<file path="config.mk">
export PLATFORM = sky130hd
export DESIGN_NAME = mem_access_unit_flat
export DESIGN_NICKNAME = d
export VERILOG_FILES = /design/src/rtl/mem_access_unit_pkg.sv /design/src/rtl/mem_access_unit_if.sv /design/src/rtl/mem_access_unit_timeout.sv /design/src/rtl/mem_access_unit.sv /design/src/flat_wrapper.sv
export SDC_FILE = /design/constraint.sdc
export NUM_CORES = 1
export LEC_CHECK = 0
export ABC_CLOCK_PERIOD_IN_PS = 1600
export BUFFER_PORTS_ARGS = -buffer_cell sky130_fd_sc_hd__buf_2
export CAP_MARGIN = 5
export CORE_MARGIN = 2
export CORE_UTILIZATION = 41
export CTS_BUF_LIST = sky130_fd_sc_hd__clkbuf_4 sky130_fd_sc_hd__clkbuf_8 sky130_fd_sc_hd__clkbuf_16
export DETAILED_ROUTE_END_ITERATION = 8
export PLACE_DENSITY = 0.87
export SKIP_CTS_REPAIR_TIMING = 1
export SYNTH_ARGS = -nofsm -noshare
export SYNTH_HDL_FRONTEND = slang
export SYNTH_HIERARCHICAL = 1
export SYNTH_SLANG_ARGS = --single-unit
</file>
<file path="constraint.sdc">
create_clock -name clk -period 1.6 [get_ports clk]
set_clock_uncertainty 0.05 [all_clocks]
set_input_delay 0 -clock clk [delete_from_list [all_inputs] [get_ports clk]]
set_output_delay 0 -clock clk [all_outputs]
set_load 0.01 [all_outputs]
</file>
<file path="src/rtl/mem_access_unit_pkg.sv">
// Shared types and defaults for the memory access unit: FSM states, command
// types and the write > read > fetch priority decode.
package mau_pkg;

   localparam int DEFAULT_WIDTH   = 32;
   localparam int DEFAULT_TIMEOUT = 16;

`ifdef MAU_ALIGN_CHECK_EN
   typedef enum logic [1:0] {S_IDLE, S_WAIT, S_FAULT} stateT;
`else
   typedef enum logic [1:0] {S_IDLE, S_WAIT} stateT;
`endif

   typedef enum logic [1:0] {CMD_FETCH, CMD_READ, CMD_WRITE} cmdT;

   // Lower-priority commands raised in the same cycle are simply dropped
   function automatic cmdT cmdDecode(input logic memWrite, input logic memRead);
      if (memWrite) return CMD_WRITE;
      if (memRead)  return CMD_READ;
      return CMD_FETCH;
   endfunction

endpackage

</file>
<file path="src/rtl/mem_access_unit_if.sv">
// Control-unit command side and memory bus side of the memory access unit.
interface mem_access_unit_if #(parameter int WIDTH = mau_pkg::DEFAULT_WIDTH) ();

   logic             ior_d;
   logic             ir_write;
   logic             mem_read;
   logic             mem_write;
   logic [WIDTH-1:0] pc;
   logic [WIDTH-1:0] alu_out;
   logic [WIDTH-1:0] wdata;
   logic [WIDTH-1:0] instr;
   logic [WIDTH-1:0] mdr;
   logic             stall;
   logic             bus_req;
   logic             bus_we;
   logic [WIDTH-1:0] bus_addr;
   logic [WIDTH-1:0] bus_wdata;
   logic [WIDTH-1:0] bus_rdata;
   logic             bus_ack;
   logic             bus_err;
   logic             misalign;

   modport master (
      output ior_d, ir_write, mem_read, mem_write, pc, alu_out, wdata, bus_rdata, bus_ack,
      input  instr, mdr, stall, bus_req, bus_we, bus_addr, bus_wdata, bus_err, misalign
   );

   modport slave (
      input  ior_d, ir_write, mem_read, mem_write, pc, alu_out, wdata, bus_rdata, bus_ack,
      output instr, mdr, stall, bus_req, bus_we, bus_addr, bus_wdata, bus_err, misalign
   );

endinterface

</file>
<file path="src/rtl/mem_access_unit_timeout.sv">
// Wait-cycle counter for the memory access unit; expired is high once the
// count reaches TIMEOUT-1.
module mau_timeout #(
   parameter int TIMEOUT = mau_pkg::DEFAULT_TIMEOUT
) (
   input  logic clk,
   input  logic rst,
   input  logic clear,
   input  logic enable,
   output logic expired
);

   logic [7:0] r_count;

   always_ff @(posedge clk or negedge rst) begin
      if (!rst) begin
         r_count <= 8'd0;
      end else if (clear) begin
         r_count <= 8'd0;
      end else if (enable) begin
         r_count <= r_count + 8'd1;
      end
   end

   assign expired = (r_count == 8'(TIMEOUT - 1));

endmodule

</file>
<file path="src/rtl/mem_access_unit.sv">
// Multi-cycle memory access unit: turns fetch/load/store commands into a bus
// transaction with stall, ack latching and timeout. MAU_ALIGN_CHECK_EN adds a FAULT path.
module mem_access_unit
   import mau_pkg::*;
#(
   parameter int WIDTH   = DEFAULT_WIDTH,
   parameter int TIMEOUT = DEFAULT_TIMEOUT
) (
   input  logic             clk,
   input  logic             rst,
   mem_access_unit_if.slave bus
);

   stateT            r_state;
   stateT            w_nextState;
   cmdT              r_cmdType;
   cmdT              w_cmd;
   logic [WIDTH-1:0] r_instr;
   logic [WIDTH-1:0] r_mdr;
   logic [WIDTH-1:0] r_busAddr;
   logic [WIDTH-1:0] r_busWdata;
   logic [WIDTH-1:0] w_selAddr;
   logic [WIDTH-1:0] w_captureAddr;
   logic             w_anyCmd;
   logic             w_capture;
   logic             w_expired;
   logic             w_stall;
   logic             w_busReq;
   logic             w_busErr;
`ifdef MAU_ALIGN_CHECK_EN
   logic             w_misaligned;
   logic             w_misalign;
`endif

   assign w_anyCmd  = bus.mem_write | bus.mem_read | bus.ir_write;
   assign w_cmd     = cmdDecode(bus.mem_write, bus.mem_read);
   assign w_selAddr = bus.ior_d ? bus.alu_out : bus.pc;

`ifdef MAU_ALIGN_CHECK_EN
   assign w_misaligned  = |w_selAddr[1:0];
   assign w_captureAddr = w_selAddr;
`else
   // Without the alignment check the low address bits are forced to word alignment
   assign w_captureAddr = w_selAddr & ~(WIDTH'(3));
`endif

   mau_timeout #(.TIMEOUT(TIMEOUT)) u_timeout (
      .clk     (clk),
      .rst     (rst),
      .clear   (r_state != S_WAIT),
      .enable  ((r_state == S_WAIT) && !bus.bus_ack),
      .expired (w_expired)
   );

   always_ff @(posedge clk or negedge rst) begin
      if (!rst) begin
         r_state <= S_IDLE;
      end else begin
         r_state <= w_nextState;
      end
   end

   always_comb begin
      w_nextState = r_state;
      w_capture   = 1'b0;
      w_stall     = 1'b0;
      w_busReq    = 1'b0;
      w_busErr    = 1'b0;
`ifdef MAU_ALIGN_CHECK_EN
      w_misalign  = 1'b0;
`endif
      case (r_state)
         S_IDLE: begin
            if (w_anyCmd) begin
               w_stall = 1'b1;
`ifdef MAU_ALIGN_CHECK_EN
               if (w_misaligned) begin
                  w_nextState = S_FAULT;
               end else begin
                  w_capture   = 1'b1;
                  w_nextState = S_WAIT;
               end
`else
               w_capture   = 1'b1;
               w_nextState = S_WAIT;
`endif
            end
         end
         // Ack wins over a timeout landing in the same cycle
         S_WAIT: begin
            w_busReq = 1'b1;
            if (bus.bus_ack) begin
               w_nextState = S_IDLE;
            end else if (w_expired) begin
               w_busReq    = 1'b0;
               w_busErr    = 1'b1;
               w_nextState = S_IDLE;
            end else begin
               w_stall = 1'b1;
            end
         end
`ifdef MAU_ALIGN_CHECK_EN
         S_FAULT: begin
            w_misalign  = 1'b1;
            w_nextState = S_IDLE;
         end
`endif
         default: begin
            w_nextState = S_IDLE;
         end
      endcase
   end

   always_ff @(posedge clk or negedge rst) begin
      if (!rst) begin
         r_instr    <= '0;
         r_mdr      <= '0;
         r_busAddr  <= '0;
         r_busWdata <= '0;
         r_cmdType  <= CMD_FETCH;
      end else begin
         if (w_capture) begin
            r_busAddr  <= w_captureAddr;
            r_busWdata <= bus.wdata;
            r_cmdType  <= w_cmd;
         end
         if ((r_state == S_WAIT) && bus.bus_ack) begin
            if (r_cmdType == CMD_FETCH) begin
               r_instr <= bus.bus_rdata;
            end else if (r_cmdType == CMD_READ) begin
               r_mdr <= bus.bus_rdata;
            end
         end
      end
   end

   // The IDLE stall is combinational from the commands, so gate it during reset
   assign bus.stall     = rst & w_stall;
   assign bus.bus_req   = w_busReq;
   assign bus.bus_we    = w_busReq && (r_cmdType == CMD_WRITE);
   assign bus.bus_err   = w_busErr;
   assign bus.bus_addr  = r_busAddr;
   assign bus.bus_wdata = r_busWdata;
   assign bus.instr     = r_instr;
   assign bus.mdr       = r_mdr;
`ifdef MAU_ALIGN_CHECK_EN
   assign bus.misalign  = w_misalign;
`else
   assign bus.misalign  = 1'b0;
`endif

endmodule

</file>
<file path="src/flat_wrapper.sv">
// flat-port wrapper written by rule: the top's interface ports become plain ports
module mem_access_unit_flat import mau_pkg::*;
#(
   parameter int WIDTH   = DEFAULT_WIDTH,
   parameter int TIMEOUT = DEFAULT_TIMEOUT
)
  (clk, rst, bus_ior_d, bus_ir_write, bus_mem_read, bus_mem_write, bus_pc, bus_alu_out, bus_wdata, bus_bus_rdata, bus_bus_ack, bus_instr, bus_mdr, bus_stall, bus_bus_req, bus_bus_we, bus_bus_addr, bus_bus_wdata, bus_bus_err, bus_misalign);
  mem_access_unit_if #(.WIDTH(WIDTH)) bus_i ();
  input  logic clk;
  input  logic rst;
  input wire logic [$bits(bus_i.ior_d)-1:0] bus_ior_d;
  input wire logic [$bits(bus_i.ir_write)-1:0] bus_ir_write;
  input wire logic [$bits(bus_i.mem_read)-1:0] bus_mem_read;
  input wire logic [$bits(bus_i.mem_write)-1:0] bus_mem_write;
  input wire logic [$bits(bus_i.pc)-1:0] bus_pc;
  input wire logic [$bits(bus_i.alu_out)-1:0] bus_alu_out;
  input wire logic [$bits(bus_i.wdata)-1:0] bus_wdata;
  input wire logic [$bits(bus_i.bus_rdata)-1:0] bus_bus_rdata;
  input wire logic [$bits(bus_i.bus_ack)-1:0] bus_bus_ack;
  output wire logic [$bits(bus_i.instr)-1:0] bus_instr;
  output wire logic [$bits(bus_i.mdr)-1:0] bus_mdr;
  output wire logic [$bits(bus_i.stall)-1:0] bus_stall;
  output wire logic [$bits(bus_i.bus_req)-1:0] bus_bus_req;
  output wire logic [$bits(bus_i.bus_we)-1:0] bus_bus_we;
  output wire logic [$bits(bus_i.bus_addr)-1:0] bus_bus_addr;
  output wire logic [$bits(bus_i.bus_wdata)-1:0] bus_bus_wdata;
  output wire logic [$bits(bus_i.bus_err)-1:0] bus_bus_err;
  output wire logic [$bits(bus_i.misalign)-1:0] bus_misalign;
  assign bus_i.ior_d = bus_ior_d;
  assign bus_i.ir_write = bus_ir_write;
  assign bus_i.mem_read = bus_mem_read;
  assign bus_i.mem_write = bus_mem_write;
  assign bus_i.pc = bus_pc;
  assign bus_i.alu_out = bus_alu_out;
  assign bus_i.wdata = bus_wdata;
  assign bus_i.bus_rdata = bus_bus_rdata;
  assign bus_i.bus_ack = bus_bus_ack;
  assign bus_instr = bus_i.instr;
  assign bus_mdr = bus_i.mdr;
  assign bus_stall = bus_i.stall;
  assign bus_bus_req = bus_i.bus_req;
  assign bus_bus_we = bus_i.bus_we;
  assign bus_bus_addr = bus_i.bus_addr;
  assign bus_bus_wdata = bus_i.bus_wdata;
  assign bus_bus_err = bus_i.bus_err;
  assign bus_misalign = bus_i.misalign;
  mem_access_unit #(.WIDTH(WIDTH), .TIMEOUT(TIMEOUT)) u_core (.clk(clk), .rst(rst), .bus(bus_i));
endmodule
</file>
==> flow_metrics.env <==
export IMPL_synth_edf_count=0
export IMPL_arrival_ns=1.78
export IMPL_rsz0062_at_grt="yes"
export IMPL_io_buffers=260
export IMPL_fp_dieH_um=121
export IMPL_cts_buffer_depth=2
export IMPL_globalRoute_totalOverflow=0
export IMPL_hold_viol_final=2
export IMPL_num_fill_cells=827
export IMPL_status="finished, violations left"
export IMPL_path_class="reg -> out"
export IMPL_ys_async_sr_fraction=1.00
export IMPL_routed_via_density=4.86
export IMPL_power_density_nw_per_um2=1790
export IMPL_ys_types=34
export IMPL_coreArea_sq_um=13300
export IMPL_n_antenna_cell=0
export IMPL_wl_um=17100
export IMPL_whs_ns=-0.0864
export IMPL_ir_drop_uv=1050
export IMPL_initial_core_util=0.422
export IMPL_ant_nets=0
export IMPL_pin_count=268
export IMPL_hold_class="in -> reg"
export IMPL_clkTransAtPathRegs_ns=0.06
export IMPL_cap_violations=0
export IMPL_seq_area_sq_um=3430
export IMPL_timing_final_ws_setup_ns=-0.227
export IMPL_cp_end_kind="output port"
export IMPL_tightest_slew_ns=0.727
export IMPL_drc=0
export IMPL_fin_crit_ns=1.83
export IMPL_vias=4669
export IMPL_cts_sinks=137
export IMPL_grt_pass1_vias=4419
export IMPL_grt_max_degree=70
export IMPL_cts_root_buf="clkbuf_16"
export IMPL_drv_slew=0
export IMPL_dr_pass1_iters=4
export IMPL_multi_input_area_sq_um=2080
export IMPL_synth_flop_cell="dfrtp_1"
export IMPL_synthTopCellsByArea="dfrtp_1 61%, mux2_2 31%, buf_2 0.89%"
export IMPL_wl_per_cell_um=17.8
export IMPL_max_slew_margin=0.514
export IMPL_avgSynthCellArea_sq_um=15.5
export IMPL_ys_seq_area_frac=0.611
export IMPL_min_period_over_period=1.14
export IMPL_ys_seq_elements=137
export IMPL_stdcell_count=960
export IMPL_grtUsageTotal=0.188
export IMPL_cts_max_level=4
export IMPL_num_rows=42
export IMPL_dp_cells=795
export IMPL_ys_warnings_count=6
export IMPL_cts_tree="yes"
export IMPL_die_w_um=121
export IMPL_area_growth_pct=64.2
export IMPL_fmax_ghz=0.547
export IMPL_setup_viol=4
export IMPL_synth_top_cell_area_share=0.611
export IMPL_place_worst_setup_slack_ns=0.0452
export IMPL_final_nets=908
export IMPL_gp_congestion=0.796
export IMPL_place_hpwl_um=9880
export IMPL_clk_latency_ns=0.41
export IMPL_drive_above_1_share=0.606
export IMPL_violations="hold timing, setup timing"
export IMPL_first_iter_violations=157
export IMPL_antenna_found_initial=0
export IMPL_synthCells=362
export IMPL_p_leak_nw=4.41
export IMPL_cp_max_fo=3
export IMPL_cp_start_kind="register"
export IMPL_synth_area_sq_um=5610
export IMPL_critPathRequiredTime_ns=1.55
export IMPL_cts_buffers=17
export IMPL_yosysTopAreaCell="dfrtp_1"
export IMPL_grt_pass1_wl_um=21300
export IMPL_dieArea_sq_um=14600
[final timing paths]
kind                                             start                       end  slack (ns)  depth (start not counted)
hold reg to reg                   u_core/bus.instr[10]      u_core/bus.instr[10]        0.44                          1
min in group asynchronous                          rst        u_core/bus.mdr[14]        0.13                          3
max in group asynchronous                          rst  u_core/bus.bus_wdata[29]        0.28                          3
hold / removal                            bus_mem_read         u_core/r_state[0]       -0.09                          3
setup reg to reg                     u_core/r_state[0]    u_core/bus.bus_addr[8]        0.04                          4
setup / recovery           u_core/u_timeout/r_count[1]                 bus_stall       -0.23                          7
[worst max-delay path, cell delays in order (launching register included)]
cell      delay (ns)
dfrtp_1         0.36
ha_2            0.19
nand4b_1        0.12
nor4_2          0.15
buf_4           0.16
o22ai_2         0.08
and2_1          0.18
buf_2           0.14
[layout by cell type (no fill, tap or decap), types with 2 or more instances in the layout]
master / count
bufinv_16: 4
xor2_1: 3
clkbuf_4: 3
mux2_1: 2
a21oi_1: 4
o21ai_0: 4
dlygate4sd3_1: 128
buf_4: 14
clkbuf_16: 18
inv_1: 4
nand2_1: 2
nand4_1: 4
nand3_1: 2
mux2_2: 154
nor2_1: 5
dfrtp_1: 136
or3_1: 3
buf_2: 259
buf_12: 6
clkinv_2: 3
clkbuf_8: 3
conb_1: 3
[stage by stage]
stage	setup TNS, ns	power (mW)	util	cell area, sq um
finish	-0.599	16.5	0.693	9220
floorplan	0	9.19	-	5620
CTS	-0.767	16.0	0.591	7850
detailed placement	0	11.8	0.543	7220
global placement	0	11.5	0.543	7220
global route	-1.24	17.4	0.693	9220
[logic make-up after synthesis]
group / synth area share
XOR/XNOR: 0.00624
buffers and inverters: 0.0250
AND/OR/NAND/NOR: 0.0292
multiplexers: 0.315
flip-flops: 0.611
adder cells (fa/ha/maj): 0.00223
other: 0.000668
AO/OA/AOI/OAI: 0.0111
[state kept, by name, summed over array words and instances, names as in the netlist]
signal / count
u_core/r_state: 1
u_core/u_timeout/r_count: 8
u_core/bus.mdr: 32
u_core/bus.instr: 32
u_core/bus.bus_wdata: 32
u_core/bus.bus_addr: 30
u_core/r_cmdType: 2
[synth_stat cells (2+ instances only)]
cell type  instances
buf_4              3
buf_6              3
inv_1              4
dfrtp_1          137
mux2_2           154
nor2_1             6
nand2_1            2
xor2_1             3
o21ai_0            4
or3_1              3
clkbuf_1           3
nand4_1            4
mux2_1             2
buf_2             10
nand3_1            2
a21oi_1            4
[layer usage]
layer,wire length [um],track usage,vias up,share of wire
li1,-,-,2109,-
met1,6090,0.194,2342,0.36
met2,9580,0.339,184,0.56
met3,1040,0.0738,34,0.061
met4,394,0.0712,0,0.023
met5,0,0,-,0
[power by group]
group	internal [mW]	switching (mW)	total, mW
Clock	2.77	1.38	4.15
Sequential	5.16	0.965	6.12
Combinational	3.33	2.90	6.23
[cell type report]
type | count | area share
clock inverters | 8 | 0.0155
flip-flops and latches | 137 | 0.372
multi-input cells | 202 | 0.226
well taps | 176 | 0.0239
clock buffers | 23 | 0.0531
inverters | 5 | 0.00204
repair buffers | 409 | 0.308
Note: power is estimated with default switching activity, not from simulation.
